### src/rtl/timer_defs.sv
// Shared timer definitions: state encoding, field limits and preset clamp helper.
// Used by the countdown timer, the stopwatch and the watch top level.
package timer_defs;

    typedef enum logic [1:0] {
        IDLE    = 2'd0,
        RUN     = 2'd1,
        PAUSED  = 2'd2,
        EXPIRED = 2'd3
    } state_t;

    localparam logic [14:0] MSEC_MAX = 15'd999;
    localparam logic [6:0]  SEC_MAX  = 7'd59;
    localparam logic [6:0]  MIN_MAX  = 7'd63;

    function automatic logic [6:0] clamp7(input logic [6:0] v, input logic [6:0] lim);
        return (v > lim) ? lim : v;
    endfunction

endpackage

### src/rtl/countdown_timer_if.sv
// Command and display bundle of the countdown timer.
// The controller (watch top level or bench) is the master; the timer is the slave.
interface countdown_timer_if;
    import timer_defs::*;

    logic        clear;
    logic        load;
    logic [6:0]  load_min;
    logic [6:0]  load_sec;
    logic        start;
    logic        pause;
    logic        ack;
    logic [6:0]  min;
    logic [6:0]  sec;
    logic [14:0] msec;
    logic        running;
    logic        done;
    logic        alarm;

    modport master (
        output clear, load, load_min, load_sec, start, pause, ack,
        input  min, sec, msec, running, done, alarm
    );

    modport slave (
        input  clear, load, load_min, load_sec, start, pause, ack,
        output min, sec, msec, running, done, alarm
    );

endinterface

### src/rtl/countdown_timer_ms_prescaler.sv
// Millisecond prescaler: counts clk cycles while enabled and emits a one-cycle tick
// every CLK_PER_MS enabled cycles. restart zeroes the count; the count holds while en is low.
module ms_prescaler #(
    parameter int CLK_PER_MS = 1
) (
    input  logic clk,
    input  logic rst,
    input  logic en,
    input  logic restart,
    output logic tick
);

    localparam int CW = (CLK_PER_MS > 1) ? $clog2(CLK_PER_MS) : 1;
    localparam logic [CW-1:0] TERM = CW'(CLK_PER_MS - 1);

    logic [CW-1:0] cnt;

    assign tick = en && (cnt == TERM);

    always_ff @(posedge clk or posedge rst) begin
        if (rst) begin
            cnt <= '0;
        end else if (restart) begin
            cnt <= '0;
        end else if (en) begin
            cnt <= tick ? '0 : cnt + 1'b1;
        end
    end

endmodule

### src/rtl/countdown_timer.sv
// Countdown timer: loads min:sec, counts min:sec:msec down once per millisecond tick,
// pulses done and sets a sticky alarm on reaching 00:00.000.
//
//  state   | meaning
//  --------+-------------------------------------------------------------
//  IDLE    | stopped; fields hold the loaded preset (or zero)
//  RUN     | counting down on every prescaler tick
//  PAUSED  | frozen mid-count; prescaler phase kept for a seamless resume
//  EXPIRED | reached 00:00.000; alarm held until ack, clear or load
module countdown_timer
    import timer_defs::*;
#(
    parameter int CLK_PER_MS = 1
) (
    input  logic               clk,
    input  logic               rst,
    countdown_timer_if.slave   bus
);

    state_t      state, state_nxt;
    logic [6:0]  min_q, min_nxt;
    logic [6:0]  sec_q, sec_nxt;
    logic [14:0] msec_q, msec_nxt;
    logic        alarm_q, alarm_nxt;
    logic        done_q, done_nxt;
    logic        running_q;
    logic        tick;
    logic        presc_restart;
    logic        time_zero;
    logic        expiring;

    ms_prescaler #(.CLK_PER_MS(CLK_PER_MS)) u_presc (
        .clk     (clk),
        .rst     (rst),
        .en      (state == RUN),
        .restart (presc_restart),
        .tick    (tick)
    );

    assign time_zero = (min_q == 7'd0) && (sec_q == 7'd0) && (msec_q == 15'd0);
    assign expiring  = tick && (min_q == 7'd0) && (sec_q == 7'd0) && (msec_q <= 15'd1);

    always_comb begin
        state_nxt     = state;
        min_nxt       = min_q;
        sec_nxt       = sec_q;
        msec_nxt      = msec_q;
        alarm_nxt     = alarm_q;
        done_nxt      = 1'b0;
        presc_restart = 1'b0;

        if (bus.clear) begin
            min_nxt       = 7'd0;
            sec_nxt       = 7'd0;
            msec_nxt      = 15'd0;
            alarm_nxt     = 1'b0;
            presc_restart = 1'b1;
            state_nxt     = IDLE;
        end else if (bus.load && (state != RUN)) begin
            min_nxt       = clamp7(bus.load_min, MIN_MAX);
            sec_nxt       = clamp7(bus.load_sec, SEC_MAX);
            msec_nxt      = 15'd0;
            alarm_nxt     = 1'b0;
            presc_restart = 1'b1;
            state_nxt     = IDLE;
        end else begin
            // Borrow chain; an all-zero value holds rather than wrapping.
            if (tick) begin
                if (msec_q != 15'd0) begin
                    msec_nxt = msec_q - 15'd1;
                end else if (sec_q != 7'd0) begin
                    msec_nxt = MSEC_MAX;
                    sec_nxt  = sec_q - 7'd1;
                end else if (min_q != 7'd0) begin
                    msec_nxt = MSEC_MAX;
                    sec_nxt  = SEC_MAX;
                    min_nxt  = min_q - 7'd1;
                end
            end

            // Expiry outranks a pause raised on the same cycle.
            if (expiring) begin
                state_nxt = EXPIRED;
                done_nxt  = 1'b1;
                alarm_nxt = 1'b1;
            end else if (bus.pause && (state == RUN)) begin
                state_nxt = PAUSED;
            end else if (bus.start && ((state == IDLE) || (state == PAUSED)) && !time_zero) begin
                state_nxt     = RUN;
                presc_restart = (state == IDLE);
            end else if (bus.ack && (state == EXPIRED)) begin
                state_nxt = IDLE;
                alarm_nxt = 1'b0;
            end
        end
    end

    always_ff @(posedge clk or posedge rst) begin
        if (rst) begin
            state     <= IDLE;
            min_q     <= 7'd0;
            sec_q     <= 7'd0;
            msec_q    <= 15'd0;
            alarm_q   <= 1'b0;
            done_q    <= 1'b0;
            running_q <= 1'b0;
        end else begin
            state     <= state_nxt;
            min_q     <= min_nxt;
            sec_q     <= sec_nxt;
            msec_q    <= msec_nxt;
            alarm_q   <= alarm_nxt;
            done_q    <= done_nxt;
            running_q <= (state_nxt == RUN);
        end
    end

    assign bus.min     = min_q;
    assign bus.sec     = sec_q;
    assign bus.msec    = msec_q;
    assign bus.running = running_q;
    assign bus.done    = done_q;
    assign bus.alarm   = alarm_q;

endmodule

### src/flat_wrapper.sv
// flat-port wrapper written by rule: the top's interface ports become plain ports
module countdown_timer_flat import timer_defs::*;
#(
    parameter int CLK_PER_MS = 1
)
  (clk, rst, bus_clear, bus_load, bus_load_min, bus_load_sec, bus_start, bus_pause, bus_ack, bus_min, bus_sec, bus_msec, bus_running, bus_done, bus_alarm);
  countdown_timer_if bus_i ();
  input  logic clk;
  input  logic rst;
  input wire logic [$bits(bus_i.clear)-1:0] bus_clear;
  input wire logic [$bits(bus_i.load)-1:0] bus_load;
  input wire logic [$bits(bus_i.load_min)-1:0] bus_load_min;
  input wire logic [$bits(bus_i.load_sec)-1:0] bus_load_sec;
  input wire logic [$bits(bus_i.start)-1:0] bus_start;
  input wire logic [$bits(bus_i.pause)-1:0] bus_pause;
  input wire logic [$bits(bus_i.ack)-1:0] bus_ack;
  output wire logic [$bits(bus_i.min)-1:0] bus_min;
  output wire logic [$bits(bus_i.sec)-1:0] bus_sec;
  output wire logic [$bits(bus_i.msec)-1:0] bus_msec;
  output wire logic [$bits(bus_i.running)-1:0] bus_running;
  output wire logic [$bits(bus_i.done)-1:0] bus_done;
  output wire logic [$bits(bus_i.alarm)-1:0] bus_alarm;
  assign bus_i.clear = bus_clear;
  assign bus_i.load = bus_load;
  assign bus_i.load_min = bus_load_min;
  assign bus_i.load_sec = bus_load_sec;
  assign bus_i.start = bus_start;
  assign bus_i.pause = bus_pause;
  assign bus_i.ack = bus_ack;
  assign bus_min = bus_i.min;
  assign bus_sec = bus_i.sec;
  assign bus_msec = bus_i.msec;
  assign bus_running = bus_i.running;
  assign bus_done = bus_i.done;
  assign bus_alarm = bus_i.alarm;
  countdown_timer #(.CLK_PER_MS(CLK_PER_MS)) u_core (.clk(clk), .rst(rst), .bus(bus_i));
endmodule
### config.mk
export PLATFORM = sky130hd
export DESIGN_NAME = countdown_timer_flat
export DESIGN_NICKNAME = d
export VERILOG_FILES = /design/src/rtl/timer_defs.sv /design/src/rtl/countdown_timer_if.sv /design/src/rtl/countdown_timer_ms_prescaler.sv /design/src/rtl/countdown_timer.sv /design/src/flat_wrapper.sv
export SDC_FILE = /design/constraint.sdc
export NUM_CORES = 1
export LEC_CHECK = 0
export CAP_MARGIN = 20
export CORE_MARGIN = 2
export CORE_UTILIZATION = 50
export DETAILED_ROUTE_END_ITERATION = 8
export HOLD_SLACK_MARGIN = 0.08
export PLACE_DENSITY = 0.86
export SLEW_MARGIN = 15
export SYNTH_ARGS = -nofsm -noshare
export SYNTH_HDL_FRONTEND = slang
export SYNTH_SLANG_ARGS = --single-unit
### constraint.sdc
create_clock -name clk -period 3.9 [get_ports clk]
set_input_delay 0.975 -clock clk [delete_from_list [all_inputs] [get_ports clk]]
set_output_delay 0.975 -clock clk [all_outputs]
set_load 0.03 [all_outputs]
==> results.md, run 1 <==
- The worst setup slack before clock tree synthesis is 0.847 ns.
- The count of endpoints failing hold in the final timing report is 0.
- The number of global-route vias before repair is 2,059.
- The launch instance of the worst min-delay path is u_core.bus.sec[6].
- The pin count of the biggest net entering global routing is 36.
- After synthesis, the most frequently instantiated cells are 35 x sky130_fd_sc_hd__dfrtp_1, 29 x sky130_fd_sc_hd__nor2_1, 13 x sky130_fd_sc_hd__a21oi_1.
- The register-to-register setup slack is 1.03 ns.
- The top cell family by delay on the critical path is simple AND/OR/NAND/NOR gates.
- The routed design could run at a clock period as short as 2.87 ns.
- The tool flagged a number of max-cap violations equal to 0.
- The number of inserted diodes is 0.
- The number of flops mapped to enable cells by yosys is 0.
- The cell area after synthesis is 0.00222 mm^2.
- The portion of the post-synthesis area used by sequential elements is 39.5%.
- The path with the worst hold slack has its endpoint at u_core.bus.sec[6].
- From synthesis to final layout, the design area changed by 28.0%.
- The first global-routing pass estimated 9470 um of wire.
- The total via count in the routed design is 2,156.
- The clock tree buffer depth is 2.
- The power density over cell area is 375 mW/mm^2.
- The floorplan has 24 rows.
- The global router's overall resource usage is 23.6%.
- The startpoint type of the worst setup path is a flop.
- The top flip-flop cell by instance count after synthesis is sky130_fd_sc_hd__dfrtp_1.
- The post-route clock skew is 0.00621 ns.
- The die is 70.6 um tall.
- The number of DRC violations after detailed-routing iteration 0 is 161.
- 53 I/O pins were placed.
- In the post-synthesis netlist, the cell with the most instances is sky130_fd_sc_hd__dfrtp_1.
- The setup slack of the critical path after layout is 1.03 ns.
- The worst hold path belongs to the class flop to flop.
- At the end of routability-driven placement, the weighted congestion stood at 0.857.
- At the pin with the least slew margin, the transition time is 0.785 ns.
- The total power draw is 1.06 mW.
- Post-CTS timing repair inserted 0 buffers for setup.
- The final-report setup violation count is 0.
- The flow ran to the end, and the final reports show no timing, DRC or antenna violations.
- On the critical path, the stage with the largest delay is an instance of sky130_fd_sc_hd__o31ai_4.
- The final cycle utilization of the critical path is 73.5%.
- At the later pin of the worst-skew pair, clock insertion delay measures 0.29 ns.
- The detail-routed via count per cell is 6.23.
- The fraction of post-synthesis cell area in the top cell type by area is 39.5%.
- Of all flip-flops after synthesis, the portion carrying an async set or reset was 100%.
- The critical path is of the flop to flop type.
- The critical path endpoint category is a flop.
- The top cell type by total area after synthesis is sky130_fd_sc_hd__dfrtp_1.
- The die covers 0.00499 mm^2.
- The worst IR drop on VDD is 227 uV.
- For the worst setup path, the data required time is 4.12 ns.
- The tree is rooted in a sky130_fd_sc_hd__clkbuf_8.
- Setup repair after global routing left no endpoint under its margin.
- The number of antenna violations at the first check in global routing is 0.
- The total negative slack for setup checks is 0 ns.
- Of the cells placed in the final design, the portion with a size suffix greater than 1 is 8.50%.
- The worst register-to-register path has a depth of 7.
- The tightest slew margin relative to the limit is 47.7%.
- The remaining antenna violation count after routing is 0.
- The floorplan step defined a core boundary enclosing 0.00432 mm^2.
- The number of buffers and inverters on the critical path is 1.
- The CTS tree is built.
- The number of hold buffers added after CTS was 0.
- The Yosys step of the flow raised 0 warnings.
- The max-slew violation count is 0.
- The cell count after synthesis came out at 244.
- Averaged over all synthesized cells, the footprint is 9.09 um^2.
- Walking the worst path, the cells encountered are inv_1 > ha_1 > or3b_2 > or4_4 > o31ai_4 > a21oi_1 > a21oi_2.
- The final layout net count is 320.
- The critical register-to-register path startpoint is u_core.bus.msec[0].
- The data arrival time of the worst path is 3.09 ns.
- The mean routed wirelength per cell is 16.5 um.
- The top achievable clock speed is 349 MHz.
- The starting density of the core is 51.3%.
- Input and output buffers added on the ports amount to 52.
- Counting distinct cell types in the post-synthesis netlist gives 60.
- The H-tree generated during clock tree synthesis spans 2 levels.
- The leftover overflow at the end of global routing is 0.
- The DRC violations left is 0.
- The tree built by TritonCTS fans out to 35 sinks.
- The first detailed-routing pass ran for 4 iterations.
- The delay of the slowest cell on the worst path is 0.68 ns.
- After clock tree synthesis, the clock-pin slew on the worst setup and hold paths is 0.07 ns.
- The half-perimeter wire length after placement is 4030 um.
- The width of the die is 70.6 um.
- The analysis attributes to cell leakage a power of 1.13 nW.
- The worst register-to-register path ends at u_core.bus.sec[3].
- Counting every net in the synthesized netlist gives 270.
- The count of cells resized by post-cts repair is 0.
- Of all nets on the critical path, the largest fanout is 17.
- By area the synthesized netlist is led by sky130_fd_sc_hd__dfrtp_1 39%, sky130_fd_sc_hd__nor2_1 4.9%, sky130_fd_sc_hd__xor2_1 3.2%.
- The number of buffers inserted during clock tree synthesis is 5.
- Counting flops and latches in the post-synthesis netlist gives 35.
- The worst hold path was traced through 2 stages.
- Summed over all layers, the routed wires come to 5690 um.
==> worst reg2reg max path: stages (launching register included) <==
cell and delay, ns:
sky130_fd_sc_hd__dfrtp_1 0.46, sky130_fd_sc_hd__inv_1 0.09, sky130_fd_sc_hd__ha_1 0.17, sky130_fd_sc_hd__or3b_2 0.51
sky130_fd_sc_hd__or4_4 0.57, sky130_fd_sc_hd__o31ai_4 0.68, sky130_fd_sc_hd__a21oi_1 0.17, sky130_fd_sc_hd__a21oi_2 0.14
==> per-layer routing <==
metal  global-route usage (%)  vias to the layer above  share of wire (%)
met5                        0                        -                  0
met4                     11.1                        0                1.3
met3                     6.70                       10                7.3
met2                     36.3                       87                 47
met1                     31.1                     1033                 44
li1                         -                     1026                  -
==> per-stage QoR <==
step / instance area [um^2] / cells / utilization, % / hold slack [ns]
2_1_floorplan: 2220 / 244 / - / 0.494
3_3_place_gp: 2750 / 339 / 63.7 / 0.502
3_5_place_dp: 2750 / 339 / 63.7 / 0.518
4_1_cts: 2840 / 346 / 65.7 / 0.533
5_1_grt: 2840 / 346 / 65.7 / 0.554
6_report: 2840 / 346 / 65.7 / 0.537
==> where the power goes <==
part | switching (mW) | internal, mW
sequential | 0.0373 | 0.389
clock | 0.130 | 0.139
combinational | 0.223 | 0.147
total | 0.390 | 0.674
==> cell usage in the layout (no fill, tap or decap), drive strengths merged, types with 2 or more instances in the layout <==
cell and count:
nand3 4, nor2 30, o21a 2, o31ai 5
or3b 3, clkbuf 6, clkdlybuf4s50 52, inv 12
nand2b 2, and2 3, o2111ai 4, nor3 13
dfrtp 35, a31o 2, nor3b 3, a311oi 5
a22oi 2, o21ai 15, o2bb2ai 2, nor4 5
ha 5, buf 2, nand4 7, nand2 12
o211ai 8, a31oi 3, or3 2, a21oi 16
xor2 8, or4 6, a211oi 3
==> registers in the layout, summed over array words and instances, names as in the netlist <==
name and count:
u_core.u_presc.cnt 1, u_core.bus.min 7, u_core.bus.sec 7, u_core.state 2, u_core.bus.alarm 1, u_core.bus.done 1, u_core.bus.running 1, u_core.bus.msec 15
==> worst max-delay path by stage <==
stage                             startpoint                  end  cells past startpoint  slack (ns)
final                     u_core.bus.msec[0]    u_core.bus.sec[3]                      7        1.03
after global routing      u_core.bus.msec[0]    u_core.bus.sec[4]                      7        0.81
after CTS                 u_core.bus.msec[0]    u_core.bus.sec[1]                      7        1.02
after detailed placement            bus_load  u_core.bus.msec[13]                      5        0.85
after global placement              bus_load  u_core.bus.msec[13]                      5        0.98
after floorplan           u_core.bus.msec[0]    u_core.bus.sec[5]                      8        1.39
==> layout make-up <==
class	instances	area [um^2]
clock buffers	6	82.6
repair buffers	54	536
flip-flops and latches	35	876
well taps	52	65.1
multi-input cells	186	1230
fillers	367	1480
clock inverters	1	5.00
inverters	12	45.0
==> kinds of logic (layout without fill, tap and decap cells) <==
kind of cell               after synthesis  in the layout  synth area share (%)
and+or+nand+nor                         97             97                  24.1
AOI/OAI and AO/OA                       75             75                  25.0
DFF                                     35             35                  39.5
buffers and inverters                   23             73                  5.02
xor gates and xnor gates                 9              9                  3.55
adders and majority gates                5              5                  2.82
Power figures use the tool's default switching activity.
==> inputs of run 2 (changes only) <==
==> constraint.sdc (replaced) <==
create_clock -name clk -period 2.7 [get_ports clk]
set_input_delay 0.675 -clock clk [delete_from_list [all_inputs] [get_ports clk]]
set_output_delay 0.675 -clock clk [all_outputs]
set_load 0.03 [all_outputs]
==> results.md, run 2 (synthesis gave the netlist of run 1 again) <==
- The detail-routed via count per cell is 6.22.
- The critical path class is flop to flop.
- The number of buffers inserted during clock tree synthesis is 5.
- The post-route clock skew is 0.00766 ns.
- The number of port buffers is 52.
- The post-synthesis to final-layout area growth is 33.3%.
- Sequential cells burn 38.4% of the power.
- The buffers inserted during post-CTS setup optimization is 0.
- The global router's overall resource usage is 26.8%.
- Setup repair after global routing left no endpoint under its margin.
- The clock tree root buffer cell is sky130_fd_sc_hd__clkbuf_8.
- Data arrives at the worst endpoint at 2.70 ns.
- The analysis attributes to cell leakage a power of 1.21 nW.
- The count of endpoints failing hold in the final timing report is 0.
- The width of the die is 70.6 um.
- After the last flow step, the layout net total stands at 334.
- The half-perimeter wire length after placement is 4510 um.
- The H-tree was split into 2 levels.
- The repair_antennas step left the layout with diodes totalling 0.
- The CTS tree is built.
- The final critical delay including setup and external delays is 2.48 ns.
- The standard-cell row count is 24.
- Setup violations remaining at the end of the flow were counted as 0.
- STA classifies the critical path endpoint as a flop.
- The clock transition at the registers of the reported paths is 0.07 ns.
- The register with the most flip-flops in the layout has 15 of them.
- The DRC violations left is 0.
- The final cycle utilization of the critical path is 91.9%.
- The total negative slack for setup checks is 0 ns.
- The number of antenna violations at the first check in global routing is 0.
- The count of cells resized by post-cts repair is 0.
- The class of the tightest hold or removal check is flop to flop.
- For this run, the share of the core covered by cells in the final layout is 68.4%.
- In this run the power spent charging and discharging nets is 0.576 mW.
- The number of global-route vias before repair is 2,231.
- Leaving out fill and tap cells, the most frequent cells in the layout are 52 x sky130_fd_sc_hd__clkdlybuf4s50_1, 35 x sky130_fd_sc_hd__dfrtp_1, 29 x sky130_fd_sc_hd__nor2_1.
- At the later pin of the worst-skew pair, clock insertion delay measures 0.30 ns.
- The worst IR drop on VDD is 386 uV.
- In this run the standard cell core region covers 0.00432 mm^2.
- The mean routed wirelength per cell is 17.1 um.
- The run finished with clean final reports.
- The switching share of power is 35.9%.
- Measured along the y axis, the die boundary spans 70.6 um.
- Entering global routing, the biggest net connects 36 pins.
- The worst setup path is launched from a flop.
- The clock net in this run drives a total of 35 sinks.
- The number of detailed-route iterations in the first pass is 4.
- The tightest slew margin relative to the limit is 62.6%.
- Wires add up to 6170 um.
- The max-slew violation count is 0.
- Of all nets on the critical path, the largest fanout is 16.
- The power density over cell area is 543 mW/mm^2.
- The internal power is 1.03 mW.
- The total via count in the routed design is 2,247.
- The worst hold path stage count is 2.
- The share of power burned in combinational logic is 35.5%.
- The die area is 0.00499 mm^2.
- The post-cts hold buffer count is 0.
- The first global-routing pass estimated 10,600 um of wire.
- The clock passes through at most 2 buffers.
- The depth of the worst register-to-register path is 8.
- For this configuration, the core starts out at a cell density of 51.3%.
- The remaining antenna violation count after routing is 0.
- The final weighted congestion of routability-driven global placement is 0.870.
- The share of power burned in the clock network is 26.1%.
- The tool flagged a number of max-cap violations equal to 0.
- The library cell used most frequently in the layout, excluding fill and tap cells, is sky130_fd_sc_hd__clkdlybuf4s50_1.
- Derived from the worst setup path, the maximum achievable clock frequency is 403 MHz.
- The number of DRC violations after detailed-routing iteration 0 is 297.
- The leftover overflow at the end of global routing is 0.
- The ratio of cells with drive above 1 in the final layout is 12.6%.
- Data on the critical path is required at its endpoint by 2.92 ns.
- The total I/O pin count is 53.
- For the pin with the worst max-slew slack, the measured transition is 0.560 ns.
==> run 2: per-layer routing <==
metal  up-vias  part of all wire, %  GRT usage, %
met1      1108                   43          36.0
met4         0                  1.2          7.13
li1       1050                    -             -
met3         8                  6.9          8.26
met2        81                   49          42.8
met5         -                    0             0
==> run 2: final cells by class <==
| cell class | count | area, um^2 |
|---|---|---|
| inverter | 12 | 45.0 |
| multi-input combinational | 186 | 1230 |
| sequential | 35 | 876 |
| clock buffer | 8 | 100 |
| timing repair buffer | 68 | 641 |
| fill | 362 | 1370 |
| tap | 52 | 65.1 |
==> run 2: per-stage QoR <==
step | hold WS (ns) | instances | total power, mW | cell area (um^2) | setup slack, ns
4_1_cts | 0.536 | 361 | 1.61 | 2960 | 0.224
3_5_place_dp | 0.525 | 353 | 1.19 | 2860 | 0.235
6_report | 0.534 | 361 | 1.61 | 2960 | 0.219
2_1_floorplan | 0.494 | 244 | 0.995 | 2220 | 0.193
5_1_grt | 0.567 | 361 | 1.70 | 2960 | 0.0871
3_3_place_gp | 0.503 | 353 | 1.17 | 2860 | 0.330
==> run 2: critical path, cell delays in order (launching register included) <==
cell and delay [ns]:
sky130_fd_sc_hd__dfrtp_1 0.38, sky130_fd_sc_hd__inv_1 0.07, sky130_fd_sc_hd__ha_1 0.17, sky130_fd_sc_hd__or3b_2 0.52, sky130_fd_sc_hd__or4_4 0.57, sky130_fd_sc_hd__o31ai_4 0.25, sky130_fd_sc_hd__buf_4 0.24, sky130_fd_sc_hd__o211ai_1 0.11
sky130_fd_sc_hd__o21ai_0 0.08
==> run 2: power by group through the flow <==
stage	Combinational, mW	Clock, mW	Sequential [mW]
after floorplan	0.307	0	0.688
after global placement	0.549	0	0.621
after detailed placement	0.564	0	0.624
after CTS	0.566	0.431	0.615
after global routing	0.621	0.454	0.624
final	0.570	0.419	0.617
==> run 2: worst paths after layout <==
kind	start	slack (ns)	endpoint
max	u_core.bus.msec[1]	0.22	u_core.bus.sec[1]
min	u_core.bus.sec[6]	0.53	u_core.bus.sec[6]
max reg2reg	u_core.bus.msec[1]	0.22	u_core.bus.sec[1]
min reg2reg	u_core.bus.sec[6]	0.53	u_core.bus.sec[6]
max in group asynchronous	rst	1.58	u_core.bus.alarm
min in group asynchronous	rst	0.80	u_core.bus.msec[14]
==> inputs of run 3 (changes only) <==
--- a/config.mk
+++ b/config.mk
@@ -10,6 +10,7 @@
 export CORE_UTILIZATION = 50
 export DETAILED_ROUTE_END_ITERATION = 8
 export HOLD_SLACK_MARGIN = 0.08
+export MAX_ROUTING_LAYER = met4
 export PLACE_DENSITY = 0.86
 export SLEW_MARGIN = 15
 export SYNTH_ARGS = -nofsm -noshare
==> results.md, run 3 (synthesis gave the netlist of run 1 again) <==
- Setup repair after global routing left no endpoint under its margin.
- The tool flagged a number of max-cap violations equal to 0.
- Detailed placement finished with a half-perimeter wire length of 4490 um.
- The floorplan has 24 rows.
- TritonCTS built the clock tree.
- In this run the tightest slew margin relative to its limit is 65.4%.
- The number of buffers inserted during clock tree synthesis is 5.
- In the final routed layout, each cell accounts on average for 17.1 um.
- In this run, post-CTS repair resized a total of 0 instances.
- The total negative slack for setup checks is 0 ns.
- Of the total power, the share spent switching nets is 36.8%.
- The global router's overall resource usage is 26.7%.
- The analysis attributes to net switching a power of 0.565 mW.
- Registers are responsible for 40.2% of the overall power.
- The final critical delay including setup and external delays is 2.50 ns.
- The final layout contains 334 nets.
- The worst IR drop on VDD is 307 uV.
- The total I/O pin count is 53.
- Setup violations remaining at the end of the flow were counted as 0.
- For the worst-skew pair, the clock arrives at the later sink with an insertion delay of 0.29 ns.
- The area of placed instances is 0.00286 mm^2.
- The most common cell after layout, fill and taps aside is sky130_fd_sc_hd__clkdlybuf4s50_1.
- The H-tree generated during clock tree synthesis spans 2 levels.
- Cells fill 67.8% of the core in the end.
- The critical path endpoint category is a flop.
- The die outline height is 70.6 um.
- The class of the tightest hold or removal check is flop to flop.
- After detailed routing, the number of vias per cell comes to 6.27.
- Power spread over the standard cell area amounts to 523 mW/mm^2.
- The max-slew violation count is 0.
- After layout, the worst setup slack is 0.198 ns.
- The total power draw is 1.53 mW.
- The post-route clock skew is 0.00357 ns.
- Entering global routing, the biggest net connects 36 pins.
- The area of all placed cells without fillers is 0.00293 mm^2.
- The cell sitting at the root of the clock tree is a sky130_fd_sc_hd__clkbuf_8.
- At the pin with the least slew margin, the transition time is 0.518 ns.
- The buffers inserted during post-CTS setup optimization is 0.
- The die covers 0.00499 mm^2.
- Prior to clock tree synthesis, the placed netlist has a worst setup slack of 0.228 ns.
- Measured along the x axis, the die boundary spans 70.6 um.
- The internal power is 0.969 mW.
- The DRC violations left is 0.
- The core region area is 0.00432 mm^2.
- Along the worst path, the maximum fanout reaches 16.
- The final cell count without fillers is 359.
- The library cells used most frequently in the layout, excluding fill and tap cells, are 52 x sky130_fd_sc_hd__clkdlybuf4s50_1, 35 x sky130_fd_sc_hd__dfrtp_1, 29 x sky130_fd_sc_hd__nor2_1.
- The number of global-route vias before repair is 2,150.
- Summed over all layers, the routed wires come to 6130 um.
- The detailed router finished its first iteration with 221 violations.
- The final cycle utilization of the critical path is 92.7%.
- The first-pass GRT wire length is 10,300 um.
- Buffers placed on the I/O ports in this run total 52.
- The register with the most flip-flops in the layout has 15 of them.
- For this configuration, the core starts out at a cell density of 51.3%.
- Across all hold checks on the routed design, the worst slack comes to 0.541 ns.
- The run finished with clean final reports.
- The number of antenna violations at the first check in global routing is 0.
- The number of inserted diodes is 0.
- The layout has 357 filler cells.
- Per report_power, the combinational group accounts for 37.0% of the total.
- The post-route netlist has 12.1% of its cells at a drive strength greater than 1.
- The startpoint type of the worst setup path is a flop.
- The data required time at the worst endpoint is 2.92 ns.
- The number of placed instances, taps included, is 353.
- Counting along the longest clock path gives a buffer depth of 2.
- The critical path class is flop to flop.
- Hold repair after CTS inserted 0 buffers.
- Summed over all cells, the static leakage comes to 1.19 nW.
- The clock transition at the registers of the reported paths is 0.07 ns.
- The final weighted congestion of routability-driven global placement is 0.884.
- The number of detailed-route iterations in the first pass is 5.
- Relative to the synthesized area, the layout overhead comes to 32.1%.
- The share of power burned in the clock network is 22.8%.
- The top achievable clock speed is 400 MHz.
- STA puts the critical path data arrival time at 2.72 ns.
- The total via count in the routed design is 2,252.
- The count of endpoints failing hold in the final timing report is 0.
- Clock tree synthesis found a total of 35 sinks.
- The detail route stage leaves a number of antenna-violating nets equal to 0.
- For this run the aggregate overflow at the end of global routing stands at 0.
==> run 3: power groups by stage <==
stage | Combinational [mW] | Sequential [mW] | Clock [mW]
after floorplan | 0.307 | 0.688 | 0
after global placement | 0.549 | 0.621 | 0
after detailed placement | 0.563 | 0.624 | 0
after CTS | 0.567 | 0.615 | 0.356
after global routing | 0.616 | 0.622 | 0.376
final | 0.568 | 0.617 | 0.349
==> run 3: cell type report <==
type / count / area, um^2 / share of cell area (%)
clock buffers: 6 / 72.6 / 2.48
repair buffers: 68 / 641 / 21.9
flip-flops and latches: 35 / 876 / 29.9
well taps: 52 / 65.1 / 2.22
inverters: 12 / 45.0 / 1.54
multi-input cells: 186 / 1230 / 42.0
==> run 3: path summary, 6_finish.rpt <==
| check | startpoint | to | slack, ns | cells after the start |
|---|---|---|---|---|
| min | u_core.bus.sec[6] | u_core.bus.sec[6] | 0.54 | 2 |
| max reg2reg | u_core.bus.msec[1] | u_core.bus.sec[5] | 0.20 | 8 |
| max | u_core.bus.msec[1] | u_core.bus.sec[5] | 0.20 | 8 |
| min in group asynchronous | rst | u_core.bus.min[4] | 0.82 | 3 |
| max in group asynchronous | rst | u_core.bus.sec[1] | 1.56 | 3 |
| min reg2reg | u_core.bus.sec[6] | u_core.bus.sec[6] | 0.54 | 2 |
==> run 3: per-layer routing <==
metal,wire length [um],GRT usage [%],vias up
li1,-,-,1052
met1,2560,34.3,1084
met2,3030,42.0,106
met3,470,6.41,10
met4,63,8.39,0
met5,0,-,-
==> run 3: critical path, stage by stage, from the launching register on <==
cell	delay, ns
sky130_fd_sc_hd__dfrtp_1	0.38
sky130_fd_sc_hd__inv_1	0.08
sky130_fd_sc_hd__ha_1	0.18
sky130_fd_sc_hd__or3b_2	0.52
sky130_fd_sc_hd__or4_4	0.58
sky130_fd_sc_hd__o31ai_4	0.26
sky130_fd_sc_hd__buf_4	0.24
sky130_fd_sc_hd__a21oi_1	0.10
sky130_fd_sc_hd__a21oi_2	0.10
